`src/rtl/sram_pixel_fetch.sv`:
```
// Pixel capture stage behind the SRAM read sequencer: latches RGB565 read data,
// expands it to 8:8:8, applies a colour key and tags each pixel with its draw coordinates.
module sram_pixel_fetch #(
    parameter logic [15:0] KEY_COLOR = 16'hF81F,
    parameter logic [7:0]  BG_R      = 8'h00,
    parameter logic [7:0]  BG_G      = 8'h00,
    parameter logic [7:0]  BG_B      = 8'h00,
    parameter int          STALE_W   = 8
) (
    input  logic               Clk,
    input  logic               Reset,
    input  logic [15:0]        SRAM_DQ,
    input  logic [9:0]         drawxsig,
    input  logic [9:0]         drawysig,
    input  logic               blank_n,
    output logic               pix_valid,
    output logic               transparent,
    output logic [9:0]         pix_x,
    output logic [9:0]         pix_y,
    output logic [7:0]         VGA_R,
    output logic [7:0]         VGA_G,
    output logic [7:0]         VGA_B,
    output logic [STALE_W-1:0] stale_cnt
);

    typedef enum logic [1:0] {
        PH_INIT   = 2'd0,
        PH_ENABLE = 2'd1,
        PH_READ   = 2'd2
    } phase_e;

    phase_e             ph_q, ph_d;
    logic [9:0]         tag_x_q, tag_x_d, tag_y_q, tag_y_d;
    logic [9:0]         pix_x_q, pix_x_d, pix_y_q, pix_y_d;
    logic [7:0]         col_r_q, col_r_d, col_g_q, col_g_d, col_b_q, col_b_d;
    logic               pix_valid_q, pix_valid_d;
    logic               transparent_q, transparent_d;
    logic [STALE_W-1:0] stale_cnt_q, stale_cnt_d;

    // Replicating the top bits fills the low end so full-scale maps to 8'hFF.
    function automatic logic [7:0] expand5(input logic [4:0] v);
        return {v, v[4:2]};
    endfunction

    function automatic logic [7:0] expand6(input logic [5:0] v);
        return {v, v[5:4]};
    endfunction

    // Phase counter tracking the sequencer; the unused code 3 falls back to INIT.
    always_comb begin
        ph_d = PH_INIT;
        case (ph_q)
            PH_INIT:   ph_d = PH_ENABLE;
            PH_ENABLE: ph_d = PH_READ;
            PH_READ:   ph_d = PH_INIT;
            default:   ph_d = PH_INIT;
        endcase
    end

    // Coordinate tagging on the INIT edge and pixel capture on the READ edge.
    always_comb begin
        tag_x_d       = tag_x_q;
        tag_y_d       = tag_y_q;
        pix_x_d       = pix_x_q;
        pix_y_d       = pix_y_q;
        col_r_d       = col_r_q;
        col_g_d       = col_g_q;
        col_b_d       = col_b_q;
        transparent_d = transparent_q;
        stale_cnt_d   = stale_cnt_q;
        pix_valid_d   = 1'b0;

        if (ph_q == PH_INIT) begin
            tag_x_d = drawxsig;
            tag_y_d = drawysig;
        end else begin
            tag_x_d = tag_x_q;
            tag_y_d = tag_y_q;
        end

        if (ph_q == PH_READ) begin
            pix_valid_d = 1'b1;
            pix_x_d     = tag_x_q;
            pix_y_d     = tag_y_q;
            if (SRAM_DQ == KEY_COLOR) begin
                col_r_d       = BG_R;
                col_g_d       = BG_G;
                col_b_d       = BG_B;
                transparent_d = 1'b1;
            end else begin
                col_r_d       = expand5(SRAM_DQ[15:11]);
                col_g_d       = expand6(SRAM_DQ[10:5]);
                col_b_d       = expand5(SRAM_DQ[4:0]);
                transparent_d = 1'b0;
            end
            // The raster moved on since the address was issued: count it, never wrap.
            if (({drawxsig, drawysig} != {tag_x_q, tag_y_q}) && !(&stale_cnt_q)) begin
                stale_cnt_d = stale_cnt_q + {{(STALE_W-1){1'b0}}, 1'b1};
            end else begin
                stale_cnt_d = stale_cnt_q;
            end
        end else begin
            pix_valid_d = 1'b0;
        end
    end

    // State registers with asynchronous clear.
    always_ff @(posedge Clk or posedge Reset) begin
        if (Reset) begin
            ph_q          <= PH_INIT;
            tag_x_q       <= 10'd0;
            tag_y_q       <= 10'd0;
            pix_x_q       <= 10'd0;
            pix_y_q       <= 10'd0;
            col_r_q       <= 8'h00;
            col_g_q       <= 8'h00;
            col_b_q       <= 8'h00;
            pix_valid_q   <= 1'b0;
            transparent_q <= 1'b0;
            stale_cnt_q   <= {STALE_W{1'b0}};
        end else begin
            ph_q          <= ph_d;
            tag_x_q       <= tag_x_d;
            tag_y_q       <= tag_y_d;
            pix_x_q       <= pix_x_d;
            pix_y_q       <= pix_y_d;
            col_r_q       <= col_r_d;
            col_g_q       <= col_g_d;
            col_b_q       <= col_b_d;
            pix_valid_q   <= pix_valid_d;
            transparent_q <= transparent_d;
            stale_cnt_q   <= stale_cnt_d;
        end
    end

    assign pix_valid   = pix_valid_q;
    assign transparent = transparent_q;
    assign pix_x       = pix_x_q;
    assign pix_y       = pix_y_q;
    assign stale_cnt   = stale_cnt_q;
    // Blanking only masks the outputs; the held pixel survives it.
    assign VGA_R       = blank_n ? col_r_q : 8'h00;
    assign VGA_G       = blank_n ? col_g_q : 8'h00;
    assign VGA_B       = blank_n ? col_b_q : 8'h00;

endmodule

```
`config.mk`:
```
export PLATFORM = sky130hd
export DESIGN_NAME = sram_pixel_fetch
export DESIGN_NICKNAME = d
export VERILOG_FILES = /design/src/rtl/sram_pixel_fetch.sv
export SDC_FILE = /design/constraint.sdc
export NUM_CORES = 1
export LEC_CHECK = 0
export CAP_MARGIN = 20
export CORE_ASPECT_RATIO = 2
export CORE_UTILIZATION = 48
export CTS_BUF_LIST = sky130_fd_sc_hd__clkbuf_4
export CTS_CLUSTER_DIAMETER = 80
export DETAILED_ROUTE_END_ITERATION = 6
export HOLD_SLACK_MARGIN = 0.02
export MAX_ROUTING_LAYER = met4
export PLACE_DENSITY_LB_ADDON = 0.08
export SYNTH_ARGS = -nofsm -noshare
export SYNTH_HDL_FRONTEND = slang
export SYNTH_SLANG_ARGS = --single-unit
```
`constraint.sdc`:
```
create_clock -name Clk -period 2.9 [get_ports Clk]
set_input_delay 0.87 -clock Clk [delete_from_list [all_inputs] [get_ports Clk]]
set_output_delay 0.87 -clock Clk [all_outputs]
set_load 0.02 [all_outputs]
```
==> metrics.yaml, run 1 <==
status: "completed"
synth_top_area_frac: 0.562
crit_path_max_incr_delay_ns: 0.51
clock-sinks: 68
slowest_stage: "clkdlybuf4s50_1"
rsz0062_at_grt: "false"
antenna_cells: 0
tightest_slew_ns: 0.587
worst_hold_path_type: "flip-flop to flip-flop"
ys_types: 31
wl_um: 6220
design.final.nets: 405
clk_pin_slew_worst_paths_ns: 0.11
drive_gt1_frac: 0.122
ys_ff_latch: 68
hold_violations: 0
syn2layout_area_growth_pct: 36.6
finClkSkew_ns: 0.0140
grt_start_max_net_pins: 69
antenna_found_initial: 0
slew_viol_final: 0
power_switching_uw: 451
cts_max_level: 3
synth_area_per_cell_um2: 11.1
crit_family: "buffers and inverters"
dr.pass1.iters: 4
synth_fp_nets: 313
clockBufferDepth: 2
seqPwrFrac: 0.548
start_util: 0.500
cts_tree: "done"
p_leak_uw: 0.00183
grt_use_total: 0.216
max_cap_violations: 0
crit_buf_inv: 3
clockPowerShare: 0.313
globalplace.congestion: 0.796
nFillCells: 499
routedWlPerCell_um: 13.7
grt_pass1_wl_um: 10400
fin_crit_ns: 2.85
cts_setup_buffers: 0
placed_area_mm2: 0.00403
drt_iter0_markers: 65
synthesis.area_mm2: 0.00303
power.total_uw: 1850
yosys-top-cells-area: "dfrtp_1 56%, nand2_1 8.8%, mux2_2 7.4%, xnor2_1 5.8%, a22o_1 4.3%"
fin_crit_sh: 0.982
crit_chain: "clkdlybuf4s50_1 -> buf_12 -> and2_1 -> dlygate4sd2_1"
vias_per_cell: 4.98
layout_common_cells: "71 x nand2_1, 68 x dfrtp_1, 68 x clkdlybuf4s50_1"
numCtsBuffers: 9
die_area_mm2: 0.00665
critical_path_class: "primary input to output port"
worstPathRequired_ns: 2.03
post-synth-top-area-cell: "dfrtp_1"
cts_root_buf: "clkbuf_4"
netlist_instances: 273
critPathMaxFanout: 16
clock_latency_ns: 0.41
die_x_um: 58.2
p_int_uw: 1400
critPathLaunchType: "primary input"
final_common_cell: "nand2_1"
num_vias: 2254
place_hpwl_um: 4480
dieHeight_um: 114
fin_area_mm2: 0.00414
grt_pass1_vias: 2262
setup_viol: 0
p_comb_frac: 0.139
maxSlewHeadroom: 0.607
end_kind: "output port"
ys_seq_area_frac: 0.562
remaining_drc_errors: 0
swShare: 0.244
ir_worst_vdd_v: 0.000305
ant_nets: 0
ctsHoldBuffers: 0
arrival_ns: 1.98
grt.overflow.total: 0
rows: 40
fmax_mhz: 351
yosys_warnings: 0
io_pins: 93
p_per_area_mw_per_mm2: 447
core_mm2: 0.00606
numPortBuffers: 92
==> synth_stat cells (all sizes together) <==
master / count
and4: 1
inv: 1
nor3: 2
a21oi: 5
and2: 16
xor2: 1
nor4b: 1
dfrtp: 68
clkinv: 1
nand4: 10
nand4b: 1
nor2: 6
clkbuf: 5
ha: 1
nor2b: 1
a31oi: 1
nand2b: 3
xnor2: 20
a211oi: 2
a22o: 15
nand2: 71
buf: 13
nand3: 1
mux2: 27
==> worst reg2reg max path: stages, from the launching register on <==
cell and delay, ns:
dfrtp_1 0.41, nand2b_1 0.33, buf_4 0.27, nor2_1 0.10, nand4_1 0.09, a21oi_1 0.16
mux2_1 0.34
==> path summary, 6_finish.rpt <==
check	slack, ns	endpoint	depth (start not counted)	startpoint
max	0.05	VGA_G[7]	4	blank_n
min	0.48	ph_q[1]$_DFF_PP0_	1	ph_q[1]$_DFF_PP0_
max reg2reg	1.09	stale_cnt[5]$_DFFE_PP0P_	6	ph_q[0]$_DFF_PP0_
min reg2reg	0.48	ph_q[1]$_DFF_PP0_	1	ph_q[1]$_DFF_PP0_
max in group asynchronous	1.74	col_g_q[3]$_DFFE_PP0P_	3	Reset
min in group asynchronous	0.83	col_g_q[1]$_DFFE_PP0P_	3	Reset
==> cells by family after synthesis <==
kind of cell,synth area share
compound gates,0.0599
mux,0.102
flops,0.562
fa+ha+maj,0.00413
xor+xnor,0.0608
simple gates,0.176
buf+inv,0.0356
==> power by group through the flow <==
stage	clock network, uW	registers (uW)	logic (uW)
final	579	1010	258
after CTS	601	1010	261
after global placement	0	1030	270
after global routing	639	1020	278
after floorplan	0	1050	117
after detailed placement	0	1030	273
==> registers in the layout (all words and copies together) (netlist names) <==
register	flops
pix_y	10
col_g_q	6
ph_q	2
tag_y_q	10
tag_x_q	10
pix_x	10
col_b_q	5
col_r_q	5
transparent	1
stale_cnt	8
pix_valid	1
==> through the flow <==
stage / utilization / worst slack [ns] / hold slack, ns / instances / setup TNS (ns)
after floorplan: - / 0.318 / 0.427 / 273 / 0
after global placement: 0.666 / -0.220 / 0.457 / 438 / -5.00
after detailed placement: 0.666 / -0.249 / 0.462 / 438 / -5.42
after CTS: 0.681 / 0.0307 / 0.478 / 453 / 0
after global routing: 0.683 / 0.00283 / 0.502 / 453 / 0
final: 0.683 / 0.0530 / 0.481 / 453 / 0
==> what timing repair did <==
action	4_1_cts	5_1_grt
resized for setup	24	7
gates cloned	0	0
setup endpoints to repair	24	7
==> routing by layer <==
metal	routed length, um	vias up	GRT usage
li1	-	1101	-
met3	230	12	0.0339
met5	0	-	-
met2	3360	68	0.362
met1	2470	1073	0.237
met4	167	0	0.125
==> layout make-up <==
class                   count  area, um^2  area share
flip-flops and latches     68        1700       0.411
multi-input cells         185        1220       0.295
repair buffers             99         977       0.236
well taps                  84         105      0.0254
clock buffers              11        82.6      0.0200
clock inverters             4        41.3     0.00998
inverters                   2        7.51     0.00182
(Power assumes the default switching activity.)
==> run 2: changes to the inputs <==
PLACE_DENSITY = 0.81   (was unset)
PLACE_DENSITY_LB_ADDON = unset   (was 0.08)
==> run 2 against run 1 <==
Register-to-register slack lost 0.09 ns; maximum frequency shrank 0.15%; sequential cell count is the same; global-route usage grew 0.75 points; sequential share of layout area grew 0.25 points; die area is the same.
==> metrics.yaml, run 2 (synthesis gave the netlist of run 1 again) <==
status: "completed"
worst_hold_path_type: "flip-flop to flip-flop"
clock-sinks: 68
clk_pin_slew_worst_paths_ns: 0.10
grt.overflow.total: 0
rsz0062_at_grt: "false"
max_cap_violations: 0
numCtsBuffers: 9
pre_cts_ws_ns: -0.257
drt_iter0_markers: 65
grt_use_total: 0.224
cts_max_level: 3
globalplace.congestion: 0.828
p_per_area_mw_per_mm2: 429
antenna_cells: 0
p_leak_uw: 0.00182
remaining_drc_errors: 0
final_common_cell: "nand2_1"
clockBufferDepth: 2
layout_common_cells: "71 x nand2_1, 68 x dfrtp_1, 68 x clkdlybuf4s50_1"
end_kind: "output port"
syn2layout_area_growth_pct: 35.8
fin_crit_ns: 2.85
hold_violations: 0
critPathMaxFanout: 16
place_hpwl_um: 4650
die_x_um: 58.2
clock_latency_ns: 0.41
core_mm2: 0.00606
tightest_slew_ns: 0.499
grt_start_max_net_pins: 69
setup_viol: 0
antenna_found_initial: 0
critical_path_class: "primary input to output port"
die_area_mm2: 0.00665
rows: 40
arrival_ns: 1.98
tns_ns: 0
power.total_uw: 1770
dp_cells: 438
fmax_mhz: 351
regToRegStartpoint: "ph_q[0]$_DFF_PP0_"
dieHeight_um: 114
cts_setup_buffers: 0
drive_gt1_frac: 0.125
fin_crit_sh: 0.983
worstPathRequired_ns: 2.03
ctsHoldBuffers: 0
vias_per_cell: 5.09
fin_area_mm2: 0.00411
finClkSkew_ns: 0.00862
maxSlewHeadroom: 0.668
ir_worst_vdd_v: 0.000301
num_vias: 2308
fin_cells: 453
wl_um: 6460
grt_pass1_vias: 2268
numPortBuffers: 92
layout_setup_ws_ns: 0.0488
design.final.nets: 405
grt_pass1_wl_um: 10600
critPathLaunchType: "primary input"
placed_area_mm2: 0.00403
cts_root_buf: "clkbuf_4"
dr.pass1.iters: 4
worstHoldStart: "ph_q[1]$_DFF_PP0_"
nFillCells: 471
cp-startpoint: "blank_n"
slew_viol_final: 0
routedWlPerCell_um: 14.3
start_util: 0.500
ant_nets: 0
cts_tree: "done"
io_pins: 93
[run 2: final timing paths]
kind	end	slack, ns	depth (start not counted)
setup / recovery	VGA_R[0]	0.05	4
hold / removal	ph_q[1]$_DFF_PP0_	0.48	1
setup reg to reg	stale_cnt[4]$_DFFE_PP0P_	1.00	5
hold reg to reg	ph_q[1]$_DFF_PP0_	0.48	1
max in group asynchronous	col_b_q[2]$_DFFE_PP0P_	1.74	3
min in group asynchronous	col_r_q[6]$_DFFE_PP0P_	0.84	3
[run 2: what timing repair did]
action | CTS | global route
pin swaps | 0 | 0
gates resized for setup | 24 | 6
endpoints found under the hold margin | 0 | 0
endpoints found under the setup margin | 24 | 5
[run 2: worst max-delay path: stages]
cell             delay [ns]
clkdlybuf4s50_1        0.50
buf_12                 0.13
and2_1                 0.15
clkdlybuf4s15_1        0.32
[run 2: area by class of cell]
cell class / count / area, um^2 / share of cell area
tap: 84 / 105 / 0.0256
clock inverter: 4 / 17.5 / 0.00426
timing repair buffer: 99 / 976 / 0.237
multi-input combinational: 185 / 1220 / 0.297
inverter: 2 / 7.51 / 0.00183
clock buffer: 11 / 82.6 / 0.0201
sequential: 68 / 1700 / 0.414
[run 2: routing by layer]
metal | global-route usage | part of all wire | vias up
met2 | 0.370 | 0.56 | 74
met5 | - | 0 | -
met4 | 0.0952 | 0.016 | 0
met1 | 0.247 | 0.39 | 1125
li1 | - | - | 1100
met3 | 0.0644 | 0.039 | 9
[run 2: report_power, final]
part	internal (uW)	switching (uW)	leakage [uW]	total (uW)
registers	987	26.3	0.000806	1010
logic	141	119	0.000956	260
clock network	183	309	0.0000616	492
[run 2: per-stage QoR]
| stage | hold slack (ns) | util |
|---|---|---|
| 6_report | 0.482 | 0.679 |
| 5_1_grt | 0.496 | 0.679 |
| 3_5_place_dp | 0.461 | 0.666 |
| 4_1_cts | 0.487 | 0.677 |
| 2_1_floorplan | 0.427 | - |
| 3_3_place_gp | 0.458 | 0.666 |
==> run 3: changes to the inputs <==
ABC_AREA = 1   (was unset)
CORE_UTILIZATION = 49   (was 48)
==> run 3 against run 2 <==
Wire length increased by 11%; via count increased by 23%; synthesized cell count increased by 50%; register-to-register slack improved by 0.24 ns; sequential share of layout area decreased by 2.0 points; sequential power about the same; sequential cell count unchanged; combinational power increased by 7.7%; hold slack improved by 0.012 ns; largest power group unchanged.
==> metrics.yaml, run 3 <==
r2r-end: "col_r_q[3]$_DFFE_PP0P_"
clock_latency_ns: 0.42
syn2layout_area_growth_pct: 32.9
pre_cts_ws_ns: -0.243
slowest_stage: "clkdlybuf4s50_1"
p_per_area_mw_per_mm2: 421
cts_setup_buffers: 0
worst_hold_path_type: "flip-flop to flip-flop"
whs_path_depth: 2
routedWlPerCell_um: 12.2
drive_gt1_frac: 0.0757
dp_cells: 572
yosys_warnings: 0
tightest_slew_ns: 0.770
synthArstFlopShare: 1.00
clock-sinks: 68
met2_length_um: 3810
design.final.nets: 537
antenna_cells: 0
worstHoldStart: "pix_x[7]$_DFFE_PP0P_"
yosysMostFrequentCell: "nand2_1"
regToRegStartpoint: "ph_q[0]$_DFF_PP0_"
antenna_found_initial: 0
dieHeight_um: 117
clockBufferDepth: 2
grt_use_total: 0.239
cts_max_level: 3
finClkSkew_ns: 0.0113
critical_path_class: "primary input to output port"
remaining_drc_errors: 0
worstPathRequired_ns: 2.03
synth-edff-count: 0
ant_nets: 0
start_util: 0.510
vias_per_cell: 4.84
fin_cells: 588
hold_violations: 0
setup_viol: 0
grt_pass1_wl_um: 11900
fin_crit_sh: 0.983
layout_setup_ws_ns: 0.0495
ir_worst_vdd_v: 0.000265
synth_top_area_frac: 0.524
cts_tree: "done"
status: "completed"
die_area_mm2: 0.00697
top_layer_used: "met4"
rrSetupSlack_ns: 1.24
clk_pin_slew_worst_paths_ns: 0.09
crit_chain: "clkdlybuf4s50_1 -> buf_12 -> nand2_1 -> inv_1 -> dlygate4sd2_1"
fmax_mhz: 351
grt_pass1_vias: 2798
synth_ff_type: "dfrtp_1"
dr.pass1.iters: 4
critPathMaxFanout: 16
fin_crit_ns: 2.85
arrival_ns: 1.98
post-synth-top-area-cell: "dfrtp_1"
globalplace.congestion: 0.828
core_mm2: 0.00636
rows: 41
maxSlewHeadroom: 0.486
synth_area_per_cell_um2: 7.92
final_common_cell: "nand2_1"
ys_seq_area_frac: 0.524
num_vias: 2847
layout_common_cells: "149 x nand2_1, 68 x dfrtp_1, 68 x clkdlybuf4s50_1"
ys_types: 24
critPathLaunchType: "primary input"
netlist_instances: 410
reg2reg_depth: 5
wl_met3_um: 410
grt_start_max_net_pins: 35
wl_um: 7150
wl_met1_um: 2700
ys_ff_latch: 68
grt.overflow.total: 0
numPortBuffers: 92
synthesis.area_mm2: 0.00325
io_pins: 93
die_x_um: 59.6
placed_area_mm2: 0.00423
power.total_uw: 1820
crit_path_max_incr_delay_ns: 0.51
yosys-top-cells-area: "dfrtp_1 52%, nand2_1 17%, inv_1 7.4%, o21ai_0 4.9%, o21ai_1 2.8%"
ctsHoldBuffers: 0
drt_iter0_markers: 146
cts_root_buf: "clkbuf_4"
rsz0062_at_grt: "false"
p_leak_uw: 0.00230
numCtsBuffers: 9
max_cap_violations: 0
end_kind: "output port"
hold_end: "pix_x[7]$_DFFE_PP0P_"
slew_viol_final: 0
synth_fp_nets: 450
synth_commonest_cells: "150 x nand2_1, 68 x dfrtp_1, 64 x inv_1, 32 x o21ai_0, 18 x o21ai_1"
place_hpwl_um: 5280
fin_area_mm2: 0.00431
-- run 3: cell count changes after synthesis, sizes merged, moves of 8 or more --
cell	previous run	this run
nand3	1	10
and2	16	0
xnor2	20	8
nand2	71	152
nor2	6	14
inv	1	67
o21ai	0	50
mux2	27	0
a22o	15	0
-- run 3: logic make-up (layout without fill, tap and decap cells) --
group | Yosys count | in the layout | share of synthesized area
buffers and inverters | 88 | 180 | 0.111
AOI/OAI and AO/OA | 51 | 51 | 0.0794
and+or+nand+nor | 192 | 192 | 0.254
DFF | 68 | 68 | 0.524
adders and majority gates | 1 | 1 | 0.00385
xor gates and xnor gates | 10 | 10 | 0.0270
-- run 3: worst max path at each step --
| stage | startpoint | endpoint | slack [ns] | depth (start not counted) |
|---|---|---|---|---|
| floorplan | blank_n | VGA_B[5] | 0.27 | 5 |
| global placement | blank_n | VGA_G[0] | -0.21 | 5 |
| detailed placement | blank_n | VGA_G[0] | -0.24 | 5 |
| CTS | blank_n | VGA_G[0] | 0.03 | 5 |
| global route | blank_n | VGA_R[6] | 0.00002 | 5 |
| finish | blank_n | VGA_R[6] | 0.05 | 5 |
-- run 3: routing by layer --
metal | GRT usage | vias up
li1 | - | 1424
met1 | 0.233 | 1314
met2 | 0.418 | 88
met3 | 0.0571 | 21
met4 | 0.136 | 0
met5 | - | -
-- run 3: final cells by class --
type                            instances  area (um^2)
Tap cell                               86          108
Timing Repair Buffer                   97          955
Clock inverter                          3         13.8
Inverter                               67          251
Multi-Input combinational cell        254         1190
Sequential cell                        68         1700
Fill cell                             570         2050
Clock buffer                           13         97.6
-- run 3: repair_timing --
action                                  CTS  global route
gates cloned                              0             0
endpoints found under the setup margin   24             9
resized for setup                        24            11
-- run 3: worst max-delay path: cells and delay by family --
family        cells  cell delay, ns
buf+inv           4            1.06
simple gates      1            0.05
-- run 3: metrics by stage --
step	hold WS, ns	utilization	TNS, ns
floorplan	0.422	-	0
global placement	0.465	0.665	-4.69
detailed placement	0.471	0.665	-5.13
CTS	0.497	0.678	0
global route	0.523	0.678	0
finish	0.495	0.678	0
-- run 3: power breakdown --
part | total [uW] | leakage, uW | switching, uW | internal [uW]
combinational | 280 | 0.00142 | 148 | 132
sequential | 1010 | 0.000811 | 22.7 | 988
clock | 525 | 0.0000692 | 315 | 210
total | 1820 | 0.00230 | 486 | 1330
